<file path="src/rtl/fft_pkg.sv">
// fft_pkg: shared constants, sample type, state enum and bit-reverse helper
// for the 32-point FFT front end.
package fft_pkg;
    localparam int N_POINTS = 32;
    localparam int LOG2N    = 5;
    localparam int BITS     = 16;

    typedef logic [2*BITS-1:0] cplx_t;

    typedef enum logic {FILL, FULL} state_t;

    function automatic logic [LOG2N-1:0] bitrev5(input logic [LOG2N-1:0] a);
        return {a[0], a[1], a[2], a[3], a[4]};
    endfunction
endpackage

</file>
<file path="src/rtl/fft_frame_bank.sv">
// fft_frame_bank: 32 sample slot registers with a single write port,
// all slots exposed in parallel as one flat vector (slot i at [i*W +: W]).
module fft_frame_bank
    import fft_pkg::*;
#(
    parameter int W = 32
) (
    input  logic                  clk,
    input  logic                  reset,
    input  logic                  we,
    input  logic [LOG2N-1:0]      waddr,
    input  logic [W-1:0]          wdata,
    output logic [N_POINTS*W-1:0] slots
);
    logic [W-1:0] slot_q [N_POINTS];
    logic [W-1:0] slot_d [N_POINTS];

    always_comb begin
        for (int i = 0; i < N_POINTS; i++)
            slot_d[i] = (we && waddr == LOG2N'(i)) ? wdata : slot_q[i];
    end

    always_ff @(posedge clk or negedge reset) begin
        if (!reset) begin
            for (int i = 0; i < N_POINTS; i++) slot_q[i] <= '0;
        end else begin
            slot_q <= slot_d;
        end
    end

    for (genvar g = 0; g < N_POINTS; g++) begin : g_slot
        assign slots[g*W +: W] = slot_q[g];
    end
endmodule

</file>
<file path="src/rtl/fft_input_loader.sv">
// fft_input_loader: serial-to-parallel loader placing sample k at slot bitrev5(k).
// Define FFT_LOADER_PINGPONG_EN for a two-bank build that fills while presenting.
module fft_input_loader
    import fft_pkg::*;
#(
    parameter int fix_bit = 7,
    parameter int bits    = 16
) (
    input  logic              clk,
    input  logic              reset,
    input  logic [2*bits-1:0] s_data,
    input  logic              s_valid,
    output logic              s_ready,
    input  logic              s_last,
    input  logic              frame_ack,
    output logic              frame_valid,
    output logic              frame_err,
    output logic [2*bits-1:0] out0,  out1,  out2,  out3,  out4,  out5,  out6,  out7,
    output logic [2*bits-1:0] out8,  out9,  out10, out11, out12, out13, out14, out15,
    output logic [2*bits-1:0] out16, out17, out18, out19, out20, out21, out22, out23,
    output logic [2*bits-1:0] out24, out25, out26, out27, out28, out29, out30, out31
);
    // fix_bit only travels with the datapath; samples pass through bit-exact
    localparam int W = 2 * bits + 0 * fix_bit;

    logic [LOG2N-1:0]      count_q, count_d;
    logic                  err_q, err_d;
    logic                  fire, last_slot;
    logic [N_POINTS*W-1:0] pres, slots0;

    assign fire      = s_valid && s_ready;
    assign last_slot = count_q == LOG2N'(N_POINTS - 1);
    assign frame_err = err_q;

    always_comb begin
        err_d   = fire && (last_slot ? !s_last : s_last);
        count_d = !fire ? count_q : (last_slot || s_last) ? '0 : count_q + 1'b1;
    end

    always_ff @(posedge clk or negedge reset) begin
        if (!reset) begin
            count_q <= '0;
            err_q   <= 1'b0;
        end else begin
            count_q <= count_d;
            err_q   <= err_d;
        end
    end

`ifdef FFT_LOADER_PINGPONG_EN
    logic [1:0]            full_q, full_d;
    logic                  wb_q, wb_d, pb_q, pb_d, done, ack;
    logic [N_POINTS*W-1:0] slots1;

    // wb_q: bank being filled, pb_q: bank being presented (oldest full one)
    assign s_ready     = reset && !full_q[wb_q];
    assign frame_valid = full_q[pb_q];
    assign pres        = pb_q ? slots1 : slots0;

    always_comb begin
        done   = fire && last_slot;
        ack    = frame_ack && full_q[pb_q];
        full_d = full_q;
        if (done) full_d[wb_q] = 1'b1;
        if (ack) full_d[pb_q] = 1'b0;
        wb_d = wb_q ^ done;
        pb_d = pb_q ^ ack;
    end

    always_ff @(posedge clk or negedge reset) begin
        if (!reset) begin
            full_q <= '0;
            wb_q   <= 1'b0;
            pb_q   <= 1'b0;
        end else begin
            full_q <= full_d;
            wb_q   <= wb_d;
            pb_q   <= pb_d;
        end
    end

    fft_frame_bank #(.W(W)) u_bank1 (
        .clk(clk), .reset(reset), .we(fire && wb_q), .waddr(bitrev5(count_q)),
        .wdata(s_data), .slots(slots1)
    );
    fft_frame_bank #(.W(W)) u_bank0 (
        .clk(clk), .reset(reset), .we(fire && !wb_q), .waddr(bitrev5(count_q)),
        .wdata(s_data), .slots(slots0)
    );
`else
    state_t state_q, state_d;

    assign s_ready     = reset && state_q == FILL;
    assign frame_valid = state_q == FULL;
    assign pres        = slots0;

    always_comb begin
        state_d = state_q == FILL ? (fire && last_slot ? FULL : FILL) : (frame_ack ? FILL : FULL);
    end

    always_ff @(posedge clk or negedge reset) begin
        if (!reset) state_q <= FILL;
        else state_q <= state_d;
    end

    fft_frame_bank #(.W(W)) u_bank0 (
        .clk(clk), .reset(reset), .we(fire), .waddr(bitrev5(count_q)),
        .wdata(s_data), .slots(slots0)
    );
`endif

    assign out0  = pres[0*W +: W];   assign out1  = pres[1*W +: W];
    assign out2  = pres[2*W +: W];   assign out3  = pres[3*W +: W];
    assign out4  = pres[4*W +: W];   assign out5  = pres[5*W +: W];
    assign out6  = pres[6*W +: W];   assign out7  = pres[7*W +: W];
    assign out8  = pres[8*W +: W];   assign out9  = pres[9*W +: W];
    assign out10 = pres[10*W +: W];  assign out11 = pres[11*W +: W];
    assign out12 = pres[12*W +: W];  assign out13 = pres[13*W +: W];
    assign out14 = pres[14*W +: W];  assign out15 = pres[15*W +: W];
    assign out16 = pres[16*W +: W];  assign out17 = pres[17*W +: W];
    assign out18 = pres[18*W +: W];  assign out19 = pres[19*W +: W];
    assign out20 = pres[20*W +: W];  assign out21 = pres[21*W +: W];
    assign out22 = pres[22*W +: W];  assign out23 = pres[23*W +: W];
    assign out24 = pres[24*W +: W];  assign out25 = pres[25*W +: W];
    assign out26 = pres[26*W +: W];  assign out27 = pres[27*W +: W];
    assign out28 = pres[28*W +: W];  assign out29 = pres[29*W +: W];
    assign out30 = pres[30*W +: W];  assign out31 = pres[31*W +: W];
endmodule
</file>
<file path="config.mk">
export PLATFORM = sky130hd
export DESIGN_NAME = fft_input_loader
export DESIGN_NICKNAME = d
export VERILOG_FILES = /design/src/rtl/fft_pkg.sv /design/src/rtl/fft_frame_bank.sv /design/src/rtl/fft_input_loader.sv
export SDC_FILE = /design/constraint.sdc
export NUM_CORES = 1
export LEC_CHECK = 0
export ABC_AREA = 0
export CAP_MARGIN = 10
export CORE_AREA = 2 2 409 411
export CTS_CLUSTER_SIZE = 25
export DETAILED_ROUTE_END_ITERATION = 10
export DIE_AREA = 0 0 411 413
export PLACE_DENSITY_LB_ADDON = 0.1
export SLEW_MARGIN = 20
export SYNTH_ARGS = -nofsm -noshare
export SYNTH_HDL_FRONTEND = slang
export SYNTH_SLANG_ARGS = --single-unit
</file>
<file path="constraint.sdc">
create_clock -name clk -period 3.7 [get_ports clk]
set_clock_uncertainty 0.2 [all_clocks]
set_input_delay 0.37 -clock clk [delete_from_list [all_inputs] [get_ports clk]]
set_output_delay 0.37 -clock clk [all_outputs]
set_load 0.02 [all_outputs]
</file>
# Word level (Yosys, flattened, before mapping)
# Cells that the tools add are included.
# word_totals
wordCells	113
ff_bits	1031
mem_bits_ro	0
in_bits	37
latch_bits	0
memories	0
ramBits	0
# op_classes
magnitude_cmp	0
muxes	5
n_eq_ne	32
shift	0
n_div	0
n_reduce_logical	39
addsub	1
multipliers	0
n_bitwise	1
# op_table
cell	count
5-bit == test (second input constant)	17
5-bit by 4-bit == test with 1-bit output (second input constant)	8
1-bit logical AND	36
5-bit by 3-bit == test with 1-bit output (second input constant)	4
5-bit by 2-bit == test with 1-bit output (second input constant)	2
5-bit by 1-bit adder with 5-bit output (second input constant)	1
5-bit by 1-bit == test with 1-bit output (second input constant)	1
5-bit zero test	1
5-bit two-way mux	1
1-bit two-way mux	4
1-bit zero test	1
1-bit logical OR	1
1-bit inverter	1

# Logic depth before layout (Yosys ltp)
# logic_depth
depth_word	6
ltp_mapped	8
mapped_depth_nobuf	8

# Modules after synthesis
# A second synthesis with hierarchy kept.
# unflattened
hier_cells	2327
area_unflattened_um2	38710.9
# modules_own_cells
mod	cells_per_inst	area_per_inst_um2	instances
fft_frame_bank	2291	38334.3	1
fft_input_loader	36	376.6	1

# Worst setup path before layout
# Ideal clock, no wire load.
# synth_timing
path_kind	register to register
start	register state_q, in the netlist frame_valid
end	register u_bank0.slot_q, in the netlist u_bank0.slots[882]
slack_ns	1.570
arrival_time_ns	1.805
synth_period_minus_slack_ns	2.130
path_buffers	1
stages_incl_launch_ff	5
cell_sequence	dfrtp_1 -> nand4b_1 -> nor3_2 -> buf_2 -> mux2_2
# synth_via
elab_chain_cells	4
# synth_lines
item	line_no	text
start: declaration	fft_input_loader.sv:91	state_t state_q, state_d;
start signal: assignment	fft_input_loader.sv:103	else state_q <= state_d;
1-bit inverter	-	
1-bit logical AND	fft_input_loader.sv:93	assign s_ready = reset && state_q == FILL;
1-bit logical AND	fft_input_loader.sv:31	assign fire = s_valid && s_ready;
1-bit logical AND	fft_frame_bank.sv:20	slot_d[i] = (we && waddr == LOG2N'(i)) ? wdata : slot_q[i];
end signal: assignment	fft_frame_bank.sv:27	slot_q <= slot_d;
end: declaration	fft_frame_bank.sv:15	logic [W-1:0] slot_q [N_POINTS];
# No other way between the ends.
# A chain may end at the register's enable or synchronous reset.

# Worst setup path after layout
# layout_timing
start	input reset
end	output s_ready
# layout_via
elab_chain_cells	1
# layout_lines
item	line_no	text
start: declaration	fft_input_loader.sv:10	input logic reset,
1-bit logical AND	fft_input_loader.sv:93	
end: declaration	fft_input_loader.sv:13	output logic s_ready,
# No other way between the ends.

==> run_results.csv <==
group,metric,value,unit
grt,grt_pass1_vias,25300,
critical_path,rr_endpoint,"u_bank0.slots[280]",
cts,clkLatencyLatePin,0.72,ns
timing,max_slew.worst_pin.slew,1.13,ns
grt,grt_max_degree,134,
finish,nets,3445,
yosys,syn_inst,2330,
timing,finalSetupViolCount,0,
timing,timing.hold.ws,0.108,ns
detailed_routing,routed_wl,168000,um
detailed_routing,drcViolationCount,0,
detailed_routing,wl_per_cell,29.4,um
finish,synthToLayoutAreaGrowth,45.2,%
cts,cts_tree,"built",
min_path,min_to,"u_bank0.slots[214]",
critical_path,cp-startpoint,"reset",
power_and_ir_drop,ir_drop,0.400,mV
power_and_ir_drop,leakage,0.0264,uW
timing,fin_crit,3.01,ns
detailed_routing,vias_per_cell,4.28,
critical_path,critPathSlowestCell,"clkdlybuf4s50_1",
critical_path,startpoint_type,"input port",
cts,clk_pin_slew_worst_paths,0.06,ns
floorplanning,dieArea,0.170,mm2
floorplanning,start_util,23.3,%
run,max_cap_viol_count,0,
grt,grt_first_pass_wirelength,228000,um
detailed_routing,first_iter_violations,1147,
timing,min_period_over_period,81.4,%
timing,tns,0,ns
cts,h-tree-depth,3,
detailed_routing,ant_nets,0,
critical_path,arrival,2.44,ns
critical_path,path_max_fanout,29,
cts,cts_buffers,121,
placed_design,dp_hpwl,116000,um
timing,grt_setup_unrepaired,"no",
floorplanning,io_pins,1064,
min_path,hold_depth,2,
timing,drv_slew,0,
yosys,syn_avg_cell_area,16.6,um2
cts,cts_root_buf,"clkbuf_16",
finish,fin_util,33.9,%
floorplanning,die_x,411,um
detailed_routing,drt-pass1-iter-count,4,
placed_design,io_buffer_count,1063,
critical_path,cp_top_family,"buffers and inverters",
timing,hold_viol_final,0,
timing,max_freq,0.332,GHz
cts,cts.path.max_buffers,3,
cts,post_cts_buffers,0,
critical_path,crit_required,3.13,ns
critical_path,crit_type,"in2out",
floorplanning,core-area,0.166,mm2
placed_design,routabilityCongestion,0.722,
grt,track_usage,19.4,%
detailed_routing,dr_total_vias,24439,
critical_path,worst-path-buf-inv,4,
critical_path,rr_worst_depth,5,
finish,drive_gt1_share,34.8,%
grt,overflow,0,
min_path,hold_path.class,"in2reg",
critical_path,slowest_delay,0.73,ns
min_path,hold_path_startpoint,"s_data[22]",
outcome,status,"complete, no violations",
critical_path,r2r_slack,0.96,ns
yosys,yosysWarnings,0,
critical_path,crit_path_end_kind,"output pin",
critical_path,path_cells,"dlygate4sd3_1, buf_8, buf_4, nor2b_1, clkdlybuf4s50_1",
yosys,syn_nets,2371,
yosys,synth_area,0.0387,mm2
power_and_ir_drop,powerDensity,525,mW/mm2
yosys,synth.distinct_cells,26,
grt,antenna_found_initial,22,
yosys,yosysSeqAreaShare,66.7,%
timing,max_slew_margin,24.4,%
floorplanning,dieHeight,413,um
finish,nFillCells,16416,
yosys,synth-seq-cells,1031,
floorplanning,rows,150,
cts,cts_sinks,1031,
critical_path,worstReg2RegStart,"count_q[4]",
worst reg2reg max path, stage by stage (launching register included):
cell and delay, ns:
dfrtp_1 0.35, buf_4 0.17, nor2_2 0.49, nand3_4 0.69, buf_4 0.47, mux2_2 0.27
per-layer routing:
metal  track usage (%)  vias up  part of all wire [%]
met5                 0        -                     0
met4              5.12        0                   2.2
met3              7.64      156                    10
met2              31.9      807                    48
met1              23.6    13095                    40
li1                  -    10381                     -
kinds of logic after synthesis:
logic type                 after synthesis  share of synthesized area (%)
AOI/OAI and AO/OA                        8                          0.113
and+or+nand+nor                         62                           1.01
DFF                                   1031                           66.7
buffers and inverters                  201                           2.28
adders and majority gates                4                          0.129
muxes                                 1024                           29.8
cell type report:
class / count / area [um2] / area share (%)
clock inverters: 18 / 180 / 0.321
repair buffers: 1149 / 11400 / 20.3
flip-flops and latches: 1031 / 25800 / 45.9
well taps: 2204 / 2760 / 4.91
diodes: 7 / 17.5 / 0.0312
multi-input cells: 1098 / 12200 / 21.8
clock buffers: 206 / 3780 / 6.73
inverters: 3 / 11.3 / 0.0200
cells in the final DEF (no fill, tap or decap), types with 2 or more instances in the layout:
cell type / instances
and3_1: 2
buf_12: 20
buf_2: 27
buf_4: 61
bufinv_16: 3
clkbuf_1: 46
clkbuf_16: 125
clkbuf_8: 35
clkdlybuf4s50_1: 1035
clkinv_2: 11
clkinv_4: 2
dfrtp_1: 1031
diode_2: 7
dlygate4sd3_1: 5
ha_1: 4
inv_1: 3
inv_6: 2
mux2_1: 124
mux2_2: 900
nand2_1: 8
nand2b_1: 4
nand3_2: 11
nand3_4: 7
nand4_1: 4
nand4b_1: 2
nor2_2: 2
nor2_4: 2
nor2b_1: 6
nor3_4: 8
o21ai_0: 5
how the worst max path moves through the flow:
| stage | slack (ns) | endpoint | cells past startpoint |
|---|---|---|---|
| 6_report | 0.69 | s_ready | 5 |
| 5_1_grt | 0.60 | s_ready | 5 |
| 4_1_cts | 0.62 | s_ready | 5 |
| 3_3_place_gp | 0.58 | u_bank0.slots[309] | 6 |
| 3_5_place_dp | 0.57 | u_bank0.slots[303] | 6 |
| 2_1_floorplan | 1.57 | u_bank0.slots[882] | 4 |
synthesized netlist by cell type:
library cell     n  area [um2]
nand2_1          8        30.0
dfrtp_1       1031       25800
o22ai_1          1        6.26
nand2b_1         4        25.0
buf_2          102         510
o21ai_0          5        25.0
and4bb_2         1        12.5
nor2b_1          6        37.5
nand4_1          4        25.0
nor2_1           3        11.3
nor3_2           8        80.1
nand4b_1         2        17.5
nand4bb_1        1        11.3
ha_1             4        50.1
clkbuf_1        96         360
nor2_2           2        12.5
or3_1            1        6.26
nand3b_1         1        7.51
a21oi_1          1        5.00
nand3_1         18        90.1
mux2_1         124        1400
inv_1            3        11.3
and4b_1          1        10.0
mux2_2         900       10100
and3_1           2        12.5
o31ai_1          1        7.51
stage by stage:
stage	area (um2)	power, uW	cells	setup WS [ns]
after floorplan	38700	14800	2330	1.57
after global placement	52200	17700	5480	0.575
after detailed placement	52200	17800	5480	0.567
after CTS	56200	30100	5709	0.621
after global routing	56200	30800	5711	0.604
final	56200	29500	5716	0.688
state kept, by name, indices dropped and copies added (netlist names):
register	count
u_bank0.slots	1024
frame_valid	1
count_q	5
frame_err	1
repair_timing:
action,CTS,global route
endpoints found under the hold margin,134,0
hold buffers,5,0
resized for setup,0,0
power breakdown:
part	total (uW)	switching (uW)	leakage (uW)	internal, uW
registers	12600	446	0.0141	12200
logic	4880	2720	0.0103	2150
clock network	12000	4960	0.00195	7070
Note: power is estimated with default switching activity, not from simulation.
